==> config.mk <==
export PLATFORM = sky130hd
export DESIGN_NAME = core_mem_responder
export DESIGN_NICKNAME = d
export VERILOG_FILES = /design/src/rtl/core_mem_responder_pkg.sv /design/src/rtl/core_mem_responder_wlane_gen.sv /design/src/rtl/core_mem_responder.sv
export SDC_FILE = /design/constraint.sdc
export NUM_CORES = 1
export LEC_CHECK = 0
export BUFFER_PORTS_ARGS = -buffer_cell sky130_fd_sc_hd__buf_2
export CAP_MARGIN = 20
export CORE_MARGIN = 3
export CORE_UTILIZATION = 30
export CTS_CLUSTER_SIZE = 28
export DETAILED_ROUTE_END_ITERATION = 6
export GPL_TIMING_DRIVEN = 1
export PLACE_DENSITY_LB_ADDON = 0.05
export SLEW_MARGIN = 20
export SYNTH_ARGS = -nofsm -noshare
export SYNTH_HDL_FRONTEND = slang
export SYNTH_HIERARCHICAL = 1
export SYNTH_SLANG_ARGS = --single-unit
==> constraint.sdc <==
create_clock -name CLK -period 3.2 [get_ports CLK]
set_input_delay 0.16 -clock CLK [delete_from_list [all_inputs] [get_ports CLK]]
set_output_delay 0.16 -clock CLK [all_outputs]
set_load 0.02 [all_outputs]
==> src/rtl/core_mem_responder_pkg.sv <==
// Shared types and constants for the core-cluster memory responder.
// The line width, size encodings, error codes and FSM states all live here.
package core_mem_responder_pkg;

  localparam int LINE_W     = 128;
  localparam int LINE_BYTES = LINE_W / 8;

  typedef enum logic [1:0] {
    ST_IDLE   = 2'd0,
    ST_ISSUE  = 2'd1,
    ST_WAIT_R = 2'd2,
    ST_RESP   = 2'd3
  } state_t;

  localparam logic [1:0] SZ_B   = 2'd0;
  localparam logic [1:0] SZ_H   = 2'd1;
  localparam logic [1:0] SZ_W   = 2'd2;
  localparam logic [1:0] SZ_ILL = 2'd3;

  localparam logic [1:0] ERR_OK      = 2'd0;
  localparam logic [1:0] ERR_ALIGN   = 2'd1;
  localparam logic [1:0] ERR_TIMEOUT = 2'd2;

  // Byte-enable pattern of an access before it is shifted into place.
  function automatic logic [3:0] size_pattern(input logic [1:0] size);
    case (size)
      SZ_B:    return 4'h1;
      SZ_H:    return 4'h3;
      default: return 4'hF;
    endcase
  endfunction

endpackage

==> src/rtl/core_mem_responder_wlane_gen.sv <==
// Store lane generator: places a right-aligned 32-bit store into a 128-bit
// line with its byte mask, and flags misaligned or illegal-size accesses.
module mem_wlane_gen
  import core_mem_responder_pkg::*;
(
  input  logic [3:0]            addr_lo,
  input  logic [1:0]            size,
  input  logic [31:0]           wdata32,
  output logic [LINE_W-1:0]     wdata_line,
  output logic [LINE_BYTES-1:0] wmask,
  output logic                  misaligned
);

  logic [31:0] lane_word;
  logic [3:0]  lane_mask;

  // Replicating the store across the lane puts the data under every byte
  // enable, so no byte shift is needed for sub-word stores.
  always_comb begin
    case (size)
      SZ_B:    lane_word = {4{wdata32[7:0]}};
      SZ_H:    lane_word = {2{wdata32[15:0]}};
      default: lane_word = wdata32;
    endcase
  end

  assign lane_mask  = size_pattern(size) << addr_lo[1:0];

  assign misaligned = (size == SZ_ILL)
                    | ((size == SZ_H) & addr_lo[0])
                    | ((size == SZ_W) & (addr_lo[1:0] != 2'b00));

  generate
    for (genvar gi = 0; gi < 4; gi++) begin : g_lane
      assign wdata_line[gi*32 +: 32] = (addr_lo[3:2] == 2'(gi)) ? lane_word : 32'h0;
      assign wmask[gi*4 +: 4]        = (addr_lo[3:2] == 2'(gi)) ? lane_mask : 4'h0;
    end
  endgenerate

endmodule

==> src/rtl/core_mem_responder.sv <==
// Memory-side responder: latches fetch and load/store requests, serves one
// at a time (data first) as 128-bit line transactions on a req/ack+rvalid port.
module core_mem_responder
  import core_mem_responder_pkg::*;
#(
  parameter int TIMEOUT = 256,
  parameter int ADDR_W  = 32
) (
  input  logic                  CLK,
  input  logic                  RST_X,
  input  logic                  i_insn_req,
  input  logic [ADDR_W-1:0]     i_insn_addr,
  input  logic                  i_data_req,
  input  logic                  i_data_we,
  input  logic [ADDR_W-1:0]     i_data_addr,
  input  logic [31:0]           i_data_wdata,
  input  logic [2:0]            i_data_ctrl,
  output logic [LINE_W-1:0]     o_insn_data,
  output logic [LINE_W-1:0]     o_data_data,
  output logic                  o_busy,
  output logic                  o_insn_done,
  output logic                  o_data_done,
  output logic [1:0]            o_err,
  output logic                  o_overrun,
  output logic                  o_mem_req,
  output logic                  o_mem_we,
  output logic [ADDR_W-1:0]     o_mem_addr,
  output logic [LINE_W-1:0]     o_mem_wdata,
  output logic [LINE_BYTES-1:0] o_mem_wmask,
  input  logic                  i_mem_ack,
  input  logic                  i_mem_rvalid,
  input  logic [LINE_W-1:0]     i_mem_rdata
);

  localparam int CNT_W = (TIMEOUT > 1) ? $clog2(TIMEOUT) : 1;

  state_t                  state_reg;
  logic                    serve_insn_reg;
  logic [1:0]              err_reg;
  logic [CNT_W-1:0]        cnt_reg;
  logic                    overrun_reg;

  logic                    data_pend_reg;
  logic                    data_we_reg;
  logic [ADDR_W-1:0]       data_addr_reg;
  logic [31:0]             data_wdata_reg;
  logic [1:0]              data_size_reg;
  logic                    insn_pend_reg;
  logic [ADDR_W-5:0]       insn_line_reg;

  logic [LINE_W-1:0]       insn_data_reg;
  logic [LINE_W-1:0]       data_data_reg;
  logic                    mem_we_reg;
  logic [ADDR_W-1:0]       mem_addr_reg;
  logic [LINE_W-1:0]       mem_wdata_reg;
  logic [LINE_BYTES-1:0]   mem_wmask_reg;

  // A pending latch takes precedence; otherwise a fresh pulse is used directly.
  logic                    data_valid;
  logic                    insn_valid;
  logic                    sel_data_we;
  logic [ADDR_W-1:0]       sel_data_addr;
  logic [31:0]             sel_data_wdata;
  logic [1:0]              sel_data_size;
  logic [ADDR_W-5:0]       sel_insn_line;

  logic [LINE_W-1:0]       lane_wdata;
  logic [LINE_BYTES-1:0]   lane_wmask;
  logic                    lane_misaligned;
  logic                    ctrl_unused;

  assign data_valid     = data_pend_reg | i_data_req;
  assign insn_valid     = insn_pend_reg | i_insn_req;
  assign sel_data_we    = data_pend_reg ? data_we_reg    : i_data_we;
  assign sel_data_addr  = data_pend_reg ? data_addr_reg  : i_data_addr;
  assign sel_data_wdata = data_pend_reg ? data_wdata_reg : i_data_wdata;
  assign sel_data_size  = data_pend_reg ? data_size_reg  : i_data_ctrl[1:0];
  assign sel_insn_line  = insn_pend_reg ? insn_line_reg  : i_insn_addr[ADDR_W-1:4];

  assign ctrl_unused    = &{1'b0, i_data_ctrl[2], i_insn_addr[3:0]};

  mem_wlane_gen u_wlane (
    .addr_lo    (sel_data_addr[3:0]),
    .size       (sel_data_size),
    .wdata32    (sel_data_wdata),
    .wdata_line (lane_wdata),
    .wmask      (lane_wmask),
    .misaligned (lane_misaligned)
  );

  always_ff @(posedge CLK) begin
    if (!RST_X) begin
      state_reg      <= ST_IDLE;
      serve_insn_reg <= 1'b0;
      err_reg        <= ERR_OK;
      cnt_reg        <= '0;
      overrun_reg    <= 1'b0;
      data_pend_reg  <= 1'b0;
      data_we_reg    <= 1'b0;
      data_addr_reg  <= '0;
      data_wdata_reg <= '0;
      data_size_reg  <= '0;
      insn_pend_reg  <= 1'b0;
      insn_line_reg  <= '0;
      insn_data_reg  <= '0;
      data_data_reg  <= '0;
      mem_we_reg     <= 1'b0;
      mem_addr_reg   <= '0;
      mem_wdata_reg  <= '0;
      mem_wmask_reg  <= '0;
    end else begin
      overrun_reg <= (i_data_req & data_pend_reg) | (i_insn_req & insn_pend_reg);

      if (i_data_req && !data_pend_reg) begin
        data_pend_reg  <= 1'b1;
        data_we_reg    <= i_data_we;
        data_addr_reg  <= i_data_addr;
        data_wdata_reg <= i_data_wdata;
        data_size_reg  <= i_data_ctrl[1:0];
      end
      if (i_insn_req && !insn_pend_reg) begin
        insn_pend_reg <= 1'b1;
        insn_line_reg <= i_insn_addr[ADDR_W-1:4];
      end

      case (state_reg)
        ST_IDLE: begin
          if (data_valid) begin
            serve_insn_reg <= 1'b0;
            if (lane_misaligned) begin
              err_reg   <= ERR_ALIGN;
              state_reg <= ST_RESP;
            end else begin
              err_reg       <= ERR_OK;
              mem_we_reg    <= sel_data_we;
              mem_addr_reg  <= {sel_data_addr[ADDR_W-1:4], 4'b0000};
              mem_wdata_reg <= sel_data_we ? lane_wdata : '0;
              mem_wmask_reg <= sel_data_we ? lane_wmask : '0;
              state_reg     <= ST_ISSUE;
            end
          end else if (insn_valid) begin
            serve_insn_reg <= 1'b1;
            err_reg        <= ERR_OK;
            mem_we_reg     <= 1'b0;
            mem_addr_reg   <= {sel_insn_line, 4'b0000};
            mem_wdata_reg  <= '0;
            mem_wmask_reg  <= '0;
            state_reg      <= ST_ISSUE;
          end
        end
        ST_ISSUE: begin
          if (i_mem_ack) begin
            if (mem_we_reg) begin
              state_reg <= ST_RESP;
            end else begin
              cnt_reg   <= '0;
              state_reg <= ST_WAIT_R;
            end
          end
        end
        ST_WAIT_R: begin
          if (i_mem_rvalid) begin
            if (serve_insn_reg) insn_data_reg <= i_mem_rdata;
            else                data_data_reg <= i_mem_rdata;
            state_reg <= ST_RESP;
          end else if (cnt_reg == CNT_W'(TIMEOUT - 1)) begin
            if (serve_insn_reg) insn_data_reg <= '0;
            else                data_data_reg <= '0;
            err_reg   <= ERR_TIMEOUT;
            state_reg <= ST_RESP;
          end else begin
            cnt_reg <= cnt_reg + 1'b1;
          end
        end
        default: begin
          // ST_RESP: a pulse for this port cannot relatch here since its
          // pending bit is still set, so the clear below is never contested.
          if (serve_insn_reg) insn_pend_reg <= 1'b0;
          else                data_pend_reg <= 1'b0;
          state_reg <= ST_IDLE;
        end
      endcase
    end
  end

  assign o_busy      = (state_reg != ST_IDLE);
  assign o_mem_req   = (state_reg == ST_ISSUE);
  assign o_insn_done = (state_reg == ST_RESP) &  serve_insn_reg;
  assign o_data_done = (state_reg == ST_RESP) & ~serve_insn_reg;
  assign o_err       = (state_reg == ST_RESP) ? err_reg : ERR_OK;
  assign o_overrun   = overrun_reg;
  assign o_insn_data = insn_data_reg;
  assign o_data_data = data_data_reg;
  assign o_mem_we    = mem_we_reg;
  assign o_mem_addr  = mem_addr_reg;
  assign o_mem_wdata = mem_wdata_reg;
  assign o_mem_wmask = mem_wmask_reg;

endmodule

==> key figures <==
GRT
  – GR Layer Usage met2: 0.376
  – Met3 GRT Util: 0.0745
  – Met1 Use GR: 0.263
  – Vias in the first global route: between 20000 and 25000
  – First-pass GRT wire length: 131 mm
  – Pin count of the biggest net entering global routing: 168
  – Initial antenna violation count: 0
  – Total gr overflow: 0
  – GRT busiest layer: met2
  – Overall Global Routing Usage: 0.219

Power and ir drop
  – Power Total: 18.7 mW
  – Internal: 13.1 mW
  – P_sw: 5.64 mW
  – Power per standard cell area: 616 mW/mm2
  – Switching share of power: 0.301
  – Max VDD drop: a little over 400 uV
  – Clock power share: 0.407
  – Sequential power share: 0.390
  – Comb power frac: 0.203
  – Leakage: 12.9 nW

Critical path
  – Worst Path Max Fanout: 79
  – FF-to-FF path depth: 9
  – Critical Path End Type: flip-flop
  – Critical setup path kind: reg2reg
  – Reg2reg start: data_pend_reg$_SDFF_PN0_
  – Required @ worst endpoint: around 3.7 ns
  – Critical Path Source Type: flip-flop
  – CP startpoint: data_pend_reg$_SDFF_PN0_
  – Reg2Reg Capture Point: o_mem_wdata[54]$_SDFFE_PN0P_
  – FF-to-FF setup slack: about 0.24 ns
  – CP endpoint: o_mem_wdata[54]$_SDFFE_PN0P_
  – Worst path arrival time: 3.49 ns

Timing
  – Final setup vio count: 0
  – Hold Vio Cnt, Final: 0
  – Worst hold slack: 0.100 ns
  – Fin. max-slew vios: 0
  – RSZ-0062 raised after global routing: false
  – Max Fclk: approximately 340 MHz
  – Share of the clock period used by the worst path: 0.925
  – Final setup TNS: 0 ns
  – Skew final: 0.0154 ns
  – Relative slew slack: 0.293
  – PnR worst setup slack: between 0.2 and 0.25 ns
  – Fin crit period: 2.96 ns
  – Worst Tran Pin Value: 1.06 ns

Logic synthesis
  – Synth area leader: dfxtp_1
  – Synth top area share: 0.493
  – Syn Std Cell Area: 0.0219 mm2
  – Ys Warns: 6
  – Synth Register Bits: 540
  – Register area share after synthesis: 0.493
  – Dominant cells by area after synthesis: dfxtp_1 49%, mux2i_1 15%, nand2_1 8.3%, a22o_1 5.8%, a21oi_1 3.9%
  – Mean Syn Cell Area: 9.37 um2
  – Most frequent cells after synthesis: 540 x dfxtp_1, 486 x nand2_1, 329 x mux2i_1
  – Async SR Flop Fraction: 0
  – EDFF count, synth: 0
  – Most frequent cell after synthesis: dfxtp_1
  – Netlist cell types: a little over 50
  – Post-Syn Instances: 2338
  – Top_reg_cell synth: dfxtp_1

Die
  – Total Die Area: between 0.07 and 0.08 mm2
  – Num rows: ~100
  – Die X: 276 um
  – Area of the core: slightly above 0.07 mm2
  – Initial Util: 0.304
  – IO Count: 674
  – Die H: 276 um

Clock network
  – Clk slew on worst S/H paths: 0.05 ns
  – CTS tree: built
  – Setup Buffers After CTS: 0
  – Clk buf depth: 3
  – Total CTS buffers: 66
  – Clk Latency, worst-skew pair: about 0.59 ns
  – H-tree levels: 3
  – Root buf cell: clkbuf_16
  – # clock sinks: 540

Final layout
  – Design area: 0.0304 mm2
  – Finished Layout Cells: 4129
  – Syn-to-layout area delta: 38.9%
  – Layout cells sized above 1: 0.272
  – Util after Layout: 0.423
  – Total Nets Final: 3374

Hold path
  – HP Class: in2reg
  – Worst Hold Depth: 4

Route
  – Initial DRT Pass Iterations: 6
  – Via density: 4.83
  – Starting DRT DRC Count: 1174
  – WL/cell: 21.0 um
  – Remaining DRCs: 0
  – Via count: 19952
  – Final ANT Viol Nets: 0
  – WL final: 86.9 mm

Outcome
  – Outcome: complete, no violations

Placement
  – Area after DPL: 0.0260 mm2
  – Post-DP HPWL: 60.6 mm
  – DP Cell Count: ~3800
  – Final GP Congestion: between 0.8 and 0.9
  – Number of port buffers: 664
  – Worst slack at placement: 0.235 ns

Run
  – Max-cap viol count: 0
## layout by cell type (no fill, tap or decap), drive strengths merged, types with 3 or more instances in the layout
cell,instances
nor2,43
a211oi,36
or3b,8
mux2i,329
and2,29
o211ai,4
or2,3
bufinv,4
buf,708
inv,6
clkinv,7
ha,6
nor2b,19
and3,12
nand2b,7
nand3,132
clkbuf,100
a22o,145
a21oi,170
dfxtp,540
o21ai,72
nand2,486
dlygate4sd3,226
nand3b,3
mux2,38
conb,4
nor3,16
## worst max-delay path, stage by stage (launching register included)
cell,delay [ns]
dfxtp_4,0.38
mux2_2,0.36
nor3_1,0.18
nor2_1,0.08
o21ai_2,0.09
nor3b_4,0.27
buf_4,0.51
and3_4,0.40
buf_12,0.31
a22o_1,0.21
## routing by layer
metal  part of all wire  up-vias
met2               0.49      542
met5                  0        -
met4              0.022        0
li1                   -     9708
met3              0.077      109
met1               0.41     9593
## how the worst min path moves through the flow
stage | from | endpoint | slack (ns)
floorplan | i_data_addr[0] | data_addr_reg[0]$_SDFFE_PN0P_ | 0.30
global placement | i_data_wdata[14] | data_wdata_reg[14]$_SDFFE_PN0P_ | 0.41
detailed placement | i_insn_addr[16] | insn_line_reg[12]$_SDFFE_PN0P_ | 0.42
CTS | i_mem_ack | state_reg[1]$_SDFFE_PN0P_ | 0.05
global route | i_mem_ack | state_reg[1]$_SDFFE_PN0P_ | 0.09
finish | i_mem_ack | state_reg[1]$_SDFFE_PN0P_ | 0.10
## logic make-up after synthesis
group                    after synthesis  share of synthesized area
other                                  1                   0.000171
adder cells (fa/ha/maj)                6                    0.00343
AND/OR/NAND/NOR                      770                      0.154
multiplexers                         367                      0.170
buffers and inverters                215                     0.0473
flip-flops                           540                      0.493
AO/OA/AOI/OAI                        439                      0.131
## final cells by class
type / count / area, um2
Sequential cell: 540 / 10800
Timing Repair Buffer: 934 / 6120
Tap cell: 950 / 1190
Multi-Input combinational cell: 1586 / 10100
Antenna cell: 1 / 2.50
Clock buffer: 100 / 2010
Clock inverter: 12 / 166
Fill cell: 7156 / 41500
Inverter: 6 / 23.8
## repair_timing
item / CTS / global route
endpoints found under the hold margin: 374 / 0
resized for setup: 0 / 0
hold buffers: 226 / 0
## power groups by stage
stage / registers (mW) / logic, mW / clock network, mW
detailed placement: 7.45 / 3.62 / 0
CTS: 7.31 / 3.87 / 7.84
global route: 7.35 / 4.13 / 8.08
global placement: 7.44 / 3.55 / 0
floorplan: 7.75 / 2.05 / 0
finish: 7.31 / 3.81 / 7.62
Power figures use the tool's default switching activity.
